<file path="config.mk">
export PLATFORM = sky130hd
export DESIGN_NAME = clock_div_prog_flat
export DESIGN_NICKNAME = d
export VERILOG_FILES = /design/src/rtl/clock_div_pkg.sv /design/src/rtl/clock_div_prog_if.sv /design/src/rtl/clock_div_oddext.sv /design/src/rtl/clock_div_prog.sv /design/src/flat_wrapper.sv
export SDC_FILE = /design/constraint.sdc
export NUM_CORES = 1
export LEC_CHECK = 0
export CORE_ASPECT_RATIO = 0.6
export CORE_MARGIN = 2
export CORE_UTILIZATION = 52
export DETAILED_ROUTE_END_ITERATION = 12
export PLACE_DENSITY = 0.81
export RECOVER_POWER = 50
export SYNTH_ARGS = -nofsm -noshare
export SYNTH_HDL_FRONTEND = slang
export SYNTH_HIERARCHICAL = 1
export SYNTH_SLANG_ARGS = --single-unit
</file>
<file path="constraint.sdc">
create_clock -name clk -period 3.05 [get_ports clk]
set_input_delay 0.305 -clock clk [delete_from_list [all_inputs] [get_ports clk]]
set_output_delay 0.305 -clock clk [all_outputs]
set_load 0.005 [all_outputs]
</file>
<file path="src/rtl/clock_div_pkg.sv">
// Shared types and constants for the programmable clock divider.
//   state_t   : divider run state (IDLE, RUN, STOPPING)
//   MIN_DIV   : smallest divisor the divider will run with
//   clamp_div : raises divisor requests below MIN_DIV up to MIN_DIV
package clock_div_pkg;

  typedef enum logic [1:0] {
    IDLE     = 2'd0,
    RUN      = 2'd1,
    STOPPING = 2'd2
  } state_t;

  localparam int MIN_DIV = 2;

  function automatic logic [15:0] clamp_div(input logic [15:0] d);
    return (d < 16'(MIN_DIV)) ? 16'(MIN_DIV) : d;
  endfunction

endpackage

</file>
<file path="src/rtl/clock_div_prog_if.sv">
// Control/status bundle of the programmable clock divider.
//   en, div, load            : requester -> divider
//   clk_div, tick, busy, pend : divider -> requester
interface clock_div_prog_if #(
  parameter int WIDTH = 8
);
  logic             en;
  logic [WIDTH-1:0] div;
  logic             load;
  logic             clk_div;
  logic             tick;
  logic             busy;
  logic             pend;

  modport master (output en, div, load, input clk_div, tick, busy, pend);
  modport slave  (input en, div, load, output clk_div, tick, busy, pend);
endinterface

</file>
<file path="src/rtl/clock_div_oddext.sv">
// Half-cycle extension for odd divisors.
//   clk, rst_n : source clock, async active-low reset
//   p          : posedge-registered phase from the period counter
//   odd        : active divisor is odd
//   clk_div    : p, stretched by half a clk cycle when odd
module clock_div_oddext (
  input  logic clk,
  input  logic rst_n,
  input  logic p,
  input  logic odd,
  output logic clk_div
);

  logic q;

  always_ff @(negedge clk or negedge rst_n) begin
    if (!rst_n) q <= 1'b0;
    else        q <= p;
  end

  // odd only changes at a period boundary, where q is already 0, so the
  // gating never produces a glitch.
  assign clk_div = p | (q & odd);

endmodule

</file>
<file path="src/rtl/clock_div_prog.sv">
// Programmable clock divider with glitch-free divisor changes.
//   clk, rst_n : source clock, async active-low reset
//   bus        : en/div/load requests in; clk_div/tick/busy/pend out
// A divisor written with load sits in a shadow register and becomes active
// only at a period boundary (or when starting from IDLE), so every clk_div
// phase belongs to a whole period of one divisor.
//
// state    | meaning
// IDLE     | stopped, cnt=0, clk_div low
// RUN      | counting periods, en high
// STOPPING | en dropped, finishing the current period
module clock_div_prog
  import clock_div_pkg::*;
#(
  parameter int WIDTH   = 8,
  parameter int RST_DIV = 2
) (
  input logic            clk,
  input logic            rst_n,
  clock_div_prog_if.slave bus
);

  localparam logic [WIDTH-1:0] RST_VAL = WIDTH'(RST_DIV);
  localparam logic [WIDTH-1:0] ONE     = WIDTH'(1);

  state_t           state_q, state_n;
  logic [WIDTH-1:0] cnt_q, cnt_n, cnt_inc;
  logic [WIDTH-1:0] d_act_q, d_act_n, shadow_q;
  logic             p_q, p_n, tick_q, tick_n, pend_q;
  logic             wrap, upd;

  assign wrap    = (cnt_q == d_act_q - ONE);
  assign cnt_inc = cnt_q + ONE;

  always_comb begin
    state_n = state_q;
    cnt_n   = cnt_q;
    d_act_n = d_act_q;
    p_n     = p_q;
    tick_n  = 1'b0;
    upd     = 1'b0;
    case (state_q)
      IDLE: begin
        cnt_n = '0;
        p_n   = 1'b0;
        if (bus.en) begin
          state_n = RUN;
          d_act_n = shadow_q;
          upd     = 1'b1;
          p_n     = 1'b1;
        end
      end
      RUN, STOPPING: begin
        if (wrap) begin
          cnt_n   = '0;
          d_act_n = shadow_q;
          upd     = 1'b1;
          state_n = bus.en ? RUN : IDLE;
          p_n     = bus.en;
        end else begin
          cnt_n   = cnt_inc;
          // phase and tick are registered against the count they describe
          p_n     = (cnt_inc < (d_act_q >> 1));
          tick_n  = (cnt_inc == d_act_q - ONE);
          state_n = bus.en ? RUN : STOPPING;
        end
      end
      default: begin
        state_n = IDLE;
        cnt_n   = '0;
        p_n     = 1'b0;
      end
    endcase
  end

  always_ff @(posedge clk or negedge rst_n) begin
    if (!rst_n) begin
      state_q  <= IDLE;
      cnt_q    <= '0;
      d_act_q  <= RST_VAL;
      p_q      <= 1'b0;
      tick_q   <= 1'b0;
      shadow_q <= RST_VAL;
      pend_q   <= 1'b0;
    end else begin
      state_q <= state_n;
      cnt_q   <= cnt_n;
      d_act_q <= d_act_n;
      p_q     <= p_n;
      tick_q  <= tick_n;
      if (bus.load) begin
        shadow_q <= WIDTH'(clamp_div(16'(bus.div)));
        pend_q   <= 1'b1;
      end else if (upd) begin
        pend_q <= 1'b0;
      end
    end
  end

  clock_div_oddext u_oddext (
    .clk     (clk),
    .rst_n   (rst_n),
    .p       (p_q),
    .odd     (d_act_q[0]),
    .clk_div (bus.clk_div)
  );

  assign bus.tick = tick_q;
  assign bus.busy = (state_q != IDLE);
  assign bus.pend = pend_q;

endmodule

</file>
<file path="src/flat_wrapper.sv">
// flat-port wrapper written by rule: the top's interface ports become plain ports
module clock_div_prog_flat import clock_div_pkg::*;
#(
  parameter int WIDTH   = 8,
  parameter int RST_DIV = 2
)
  (clk, rst_n, bus_en, bus_div, bus_load, bus_clk_div, bus_tick, bus_busy, bus_pend);
  clock_div_prog_if #(.WIDTH(WIDTH)) bus_i ();
  input logic clk;
  input logic rst_n;
  input wire logic [$bits(bus_i.en)-1:0] bus_en;
  input wire logic [$bits(bus_i.div)-1:0] bus_div;
  input wire logic [$bits(bus_i.load)-1:0] bus_load;
  output wire logic [$bits(bus_i.clk_div)-1:0] bus_clk_div;
  output wire logic [$bits(bus_i.tick)-1:0] bus_tick;
  output wire logic [$bits(bus_i.busy)-1:0] bus_busy;
  output wire logic [$bits(bus_i.pend)-1:0] bus_pend;
  assign bus_i.en = bus_en;
  assign bus_i.div = bus_div;
  assign bus_i.load = bus_load;
  assign bus_clk_div = bus_i.clk_div;
  assign bus_tick = bus_i.tick;
  assign bus_busy = bus_i.busy;
  assign bus_pend = bus_i.pend;
  clock_div_prog #(.WIDTH(WIDTH), .RST_DIV(RST_DIV)) u_core (.clk(clk), .rst_n(rst_n), .bus(bus_i));
endmodule
</file>
==> results of run 1 <==
==> worst max-delay path: stages, from the launching register on <==
cell      delay (ps)
dfstp_2          570
inv_1             50
ha_1             170
buf_4            150
o21ba_2          190
a221o_1          340
a32o_1           200
a2111o_1         420
o31ai_4          220
buf_4            160
mux2_2           330
==> state kept, by name, indices dropped and copies added (netlist names) <==
register / count
u_core/bus.pend: 1
u_core/shadow_q: 8
u_core/u_oddext/q: 1
u_core/d_act_q: 8
u_core/bus.tick: 1
u_core/cnt_q: 8
u_core/state_q: 2
u_core/p_q: 1
==> metal layers <==
layer	part of all wire	track usage
met5	0	0
met4	0.0088	0.0508
met2	0.43	0.351
met1	0.50	0.346
met3	0.066	0.0683
==> path summary, 6_finish.rpt <==
path	end	from	slack, ps	cells after the start
max	u_core/d_act_q[4]	u_core/d_act_q[1]	130	10
max reg2reg	u_core/d_act_q[4]	u_core/d_act_q[1]	130	10
min	u_core/shadow_q[6]	u_core/shadow_q[6]	530	1
min in group asynchronous	u_core/cnt_q[4]	rst_n	980	2
max in group asynchronous	u_core/shadow_q[5]	rst_n	1170	2
min reg2reg	u_core/shadow_q[6]	u_core/shadow_q[6]	530	1
==> what timing repair did <==
item	4_1_cts	5_1_grt
pin swaps	1	2
endpoints found under the setup margin	6	7
setup buffers	2	0
hold buffers	0	0
resized for setup	1	1
==> final cells by class <==
type / count / area (um2)
inverters: 19 / 71.3
fillers: 268 / 1130
flip-flops and latches: 30 / 753
multi-input cells: 131 / 1020
clock inverters: 2 / 12.5
well taps: 45 / 56.3
repair buffers: 24 / 216
clock buffers: 6 / 82.6
==> synth_stat cells (3+ instances only) <==
cell type / instances / area [um2]
inv_1: 19 / 71.3
mux2_2: 13 / 146
dfrtp_1: 27 / 676
nor2_1: 11 / 41.3
xor2_1: 9 / 78.8
a21oi_1: 4 / 20.0
clkbuf_1: 5 / 18.8
o211ai_1: 3 / 22.5
xnor2_1: 14 / 123
nor3_1: 3 / 15.0
ha_1: 10 / 125
nand2_1: 5 / 18.8
nand3_1: 11 / 55.1
o21ai_0: 7 / 35.0
or3_1: 3 / 18.8
==> placed cells by master (no fill, tap or decap), drive strengths merged, types with 2 or more instances in the layout <==
cell type | Yosys | routed
dfrtp | 27 | 27
inv | 19 | 19
xnor2 | 14 | 14
mux2 | 13 | 13
clkdlybuf4s50 | 0 | 12
nand3 | 11 | 11
nor2 | 11 | 11
ha | 10 | 10
xor2 | 9 | 9
o21ai | 8 | 8
buf | 2 | 8
clkbuf | 5 | 7
nand2 | 5 | 5
a21oi | 4 | 4
or3 | 3 | 3
nor3 | 3 | 3
o211ai | 3 | 3
or4 | 3 | 3
o31ai | 3 | 3
dlygate4sd3 | 0 | 2
nor3b | 2 | 2
or2 | 2 | 2
o22ai | 2 | 2
nor2b | 2 | 2
o21a | 2 | 2
or4b | 2 | 2
mux2i | 2 | 2
dfstp | 2 | 2
==> power breakdown <==
group / leakage (nW) / switching [mW] / internal, mW
registers: 0.368 / 0.137 / 0.521
logic: 0.550 / 0.590 / 0.600
clock network: 0.0472 / 0.163 / 0.181
==> through the flow <==
step | power (mW) | hold slack (ps) | TNS (ps)
after floorplan | 1.46 | 9.41 | 0
after global placement | 1.73 | 499 | 0
after detailed placement | 1.79 | 502 | -6.48
after CTS | 2.18 | 465 | 0
after global routing | 2.36 | 544 | 0
final | 2.19 | 533 | 0
==> cell families (layout without fill, tap and decap cells) <==
family                   Yosys count  after routing
XOR/XNOR                          23             23
AO/OA/AOI/OAI                     33             33
multiplexers                      15             15
flip-flops                        30             30
buffers and inverters             26             51
adder cells (fa/ha/maj)           10             10
AND/OR/NAND/NOR                   50             50
==> flow_summary.toml, run 1 <==
[final_layout]
syn_to_final_growth_pct = 17.7
utilization = 0.661
instances_no_fill = 257
fin_nets = 233
diodes = 0
drive_gt1_frac = 0.179
design_area_mm2 = 0.00221

[detailed_routing]
drc_errors = 0
drt_wl_total_um = 4200
ant_nets = 0
drt_iter0_markers = 96
first_pass_iters = 4
wl_per_cell_um = 16.3
drt-vias-per-instance = 5.68
vias = 1459

[sta]
layout_setup_ws_ps = 127
period_minus_slack_ps = 2920
report.final.setup_viol = 0
tightest_slew_ps = 1540
clock_skew_ps = 5.55
relSlewSlack = -0.0272
fmax_ghz = 0.342
min_period_over_period = 0.958
slew_viol_final = 30
hold_viol_final = 0
rsz0062_at_grt = "false"

[grt]
grt_pass1_wl_um = 7070
grt_pass1_vias = 1398
grt_use_total = 0.237
grt-ovfl-total = 0
grt_max_degree = 30
antenna_found_initial = 0

[hold_path]
hold_path_class = "flip-flop to flip-flop"

[worst_setup_path]
cp-start-kind = "flip-flop"
cp_max_fo = 5
crit_path_end_kind = "flip-flop"
cp_data_arrival_time_ps = 3090
critPathRequiredTime_ps = 3220
path_class = "flip-flop to flip-flop"

[clock_network]
clk_pin_slew_ps = 70
htreeDepth = 2
root_buffer = "clkbuf_8"
cts_tree = "yes"
cts_buffer_depth = 2
cts_made_buffers = 5
numClockSinks = 30
clock_latency_ps = 290

[synthesis]
synth.area.mux_share = 0.0887
synth_cell_types = 48
synth_compound_area_frac = 0.131
synth_top_family_by_area = "simple AND/OR/NAND/NOR gates"
synth-xor-area-share = 0.107
synth-edff-count = 0
async_reset_ff_frac = 1.00
synth_cells = 187
synth_simple_gate_area_share = 0.148
syn_area_mm2 = 0.00188
synth_fp_nets = 209
syn_avg_cell_area_um2 = 10.0
yosysWarnings = 6
synthFlopType = "dfrtp_1"
synth-adder-area-share = 0.0667
ys_ff_latch = 30
seq_area_frac_synth = 0.402

[status]
violations = "max-capacitance violations, max-slew violations"
outcome = "finished, violations left"

[placement]
post-dp-hpwl_um = 3090
gp_congestion = 0.877
dpl.cell_count = 247
io_buffers = 15
dp_slack_ps = -4.96
placed_cell_area_mm2 = 0.00210

[floorplan]
coreArea_mm2 = 0.00334
io_pins = 16
die-area_mm2 = 0.00412
rows = 16
die_h_um = 50.5
initial_utilization = 0.561
die_x_um = 81.5

[pwr]
p_leak_nw = 0.965
peakVddDrop_uv = 509
powerDensity_mw_per_mm2 = 993

[job]
max_cap_viol_count = 1
(Power assumes the default switching activity.)
==> run 2, diff against run 1 <==
CORE_UTILIZATION = 60   (was 52)
PLACE_DENSITY = 0.87   (was 0.81)
clock period = 3.41 ns   (was 3.05 ns; I/O delays follow)
==> flow_summary.toml, run 2 (synthesis gave the netlist of run 1 again) <==
[clock_network]
cts_made_buffers = 5
numClockSinks = 30
cts_tree = "yes"
htreeDepth = 2
clk_pin_slew_ps = 60
root_buffer = "clkbuf_8"
clock_latency_ps = 290
cts_hold_buf = 0
cts_buffer_depth = 2

[detailed_routing]
drt_iter0_markers = 249
vias = 1496
drt_wl_total_um = 4190
first_pass_iters = 4
drc_errors = 0
drt-vias-per-instance = 6.03
wl_per_cell_um = 16.9
ant_nets = 0

[sta]
report.final.setup_viol = 0
slew_viol_final = 30
setup-tns-final_ps = 0
clock_skew_ps = 5.76
relSlewSlack = -0.0304
rsz0062_at_grt = "false"
hold_viol_final = 0
hold_slack_ps = 518
tightest_slew_ps = 1550

[placement]
dpl.cell_count = 239
gp_congestion = 0.897
post-dp-hpwl_um = 3110
placed_cell_area_mm2 = 0.00206
io_buffers = 15

[final_layout]
diodes = 0
drive_gt1_frac = 0.155
syn_to_final_growth_pct = 15.7
largestRegisters = "u_core/cnt_q: 8 flops, u_core/d_act_q: 8 flops, u_core/shadow_q: 8 flops"
n_fill_cell = 217
final_cell_mix = "27 x dfrtp_1, 19 x inv_1, 14 x xnor2_1"
final_common_cell = "dfrtp_1"
fin_nets = 227
instances_no_fill = 248
design_area_mm2 = 0.00217

[status]
violations = "max-capacitance violations, max-slew violations"
outcome = "finished, violations left"

[grt]
grt_pass1_wl_um = 7080
grt_pass1_vias = 1482
grt_max_degree = 30
antenna_found_initial = 0
grt-ovfl-total = 0
grt_use_total = 0.267

[worst_setup_path]
crit_chain = "a21o_1 > clkdlybuf4s50_1"
slowest_stage = "clkdlybuf4s50_1"
cp_data_arrival_time_ps = 3000
critPathRequiredTime_ps = 3070
crit_path_end_kind = "output port"
cpPeakStageDelay_ps = 510
cp_max_fo = 1
path_class = "flip-flop to output port"
cp-start-kind = "flip-flop"

[hold_path]
hold_path_class = "flip-flop to flip-flop"

[pwr]
power.switching_uw = 798
pwr-share-seq = 0.313
powerDensity_mw_per_mm2 = 896
intPower_mw = 1.15
p_total_mw = 1.94
combPwrFrac = 0.529
p_clk_frac = 0.157
swShare = 0.411
p_leak_nw = 0.937
peakVddDrop_uv = 527

[floorplan]
die_h_um = 47.3
initial_utilization = 0.641
io_pins = 16
die_x_um = 76.2
coreArea_mm2 = 0.00293
die-area_mm2 = 0.00360
rows = 15

[job]
max_cap_viol_count = 1
==> run 2: changes by cell type in the layout (fill, tap and decap cells not counted) <==
cell             delta
clkdlybuf4s50_1     +1
buf_4               -6
buf_12              +1
dlygate4sd2_1       -1
buf_6               -1
==> run 2: what timing repair did <==
item | 4_1_cts | 5_1_grt
gates resized for setup | 0 | 0
setup endpoints to repair | 0 | 7
buffers inserted | 0 | 1
==> run 2: critical path, delay by kind of cell (launching register included) <==
| family | cells | cell delay, ps |
|---|---|---|
| flops | 1 | 380 |
| buf+inv | 1 | 510 |
| compound gates | 1 | 120 |
==> run 2: cell type report <==
type / count / area [um2] / area share
clock buffers: 6 / 82.6 / 0.0381
well taps: 42 / 52.6 / 0.0242
multi-input cells: 131 / 1020 / 0.468
inverters: 19 / 71.3 / 0.0329
flip-flops and latches: 30 / 753 / 0.347
repair buffers: 18 / 181 / 0.0836
clock inverters: 2 / 12.5 / 0.00577
==> run 2: final timing paths <==
path                                     from                 to  slack (ps)  cells after the start
setup / recovery            u_core/u_oddext/q        bus_clk_div          60                      2
hold / removal             u_core/shadow_q[6]  u_core/d_act_q[6]         520                      1
setup reg to reg            u_core/d_act_q[0]  u_core/d_act_q[5]         170                      9
hold reg to reg            u_core/shadow_q[6]  u_core/d_act_q[6]         520                      1
max in group asynchronous               rst_n  u_core/u_oddext/q        1400                      1
min in group asynchronous               rst_n    u_core/cnt_q[0]        1020                      2
==> run 2: power groups by stage <==
stage | combinational (mW) | clock, mW | sequential, mW
4_1_cts | 0.973 | 0.311 | 0.601
5_1_grt | 1.13 | 0.324 | 0.621
6_report | 1.03 | 0.306 | 0.609
3_3_place_gp | 0.919 | 0 | 0.593
2_1_floorplan | 0.772 | 0 | 0.535
3_5_place_dp | 0.964 | 0 | 0.608
==> run 2: per-stage QoR <==
| stage | utilization | worst slack (ps) |
|---|---|---|
| finish | 0.741 | 64.6 |
| floorplan | - | 316 |
| detailed placement | 0.703 | 22.7 |
| CTS | 0.735 | 0.210 |
| global placement | 0.703 | 194 |
| global route | 0.741 | 22.4 |
==> run 2: per-layer routing <==
layer  vias up  global-route usage  wire length [um]
met5         -                   0                 0
met4         0               0.160               124
met3        20              0.0673               302
met2        72               0.430              1840
met1       713               0.344              1930
li1        691                   -                 -
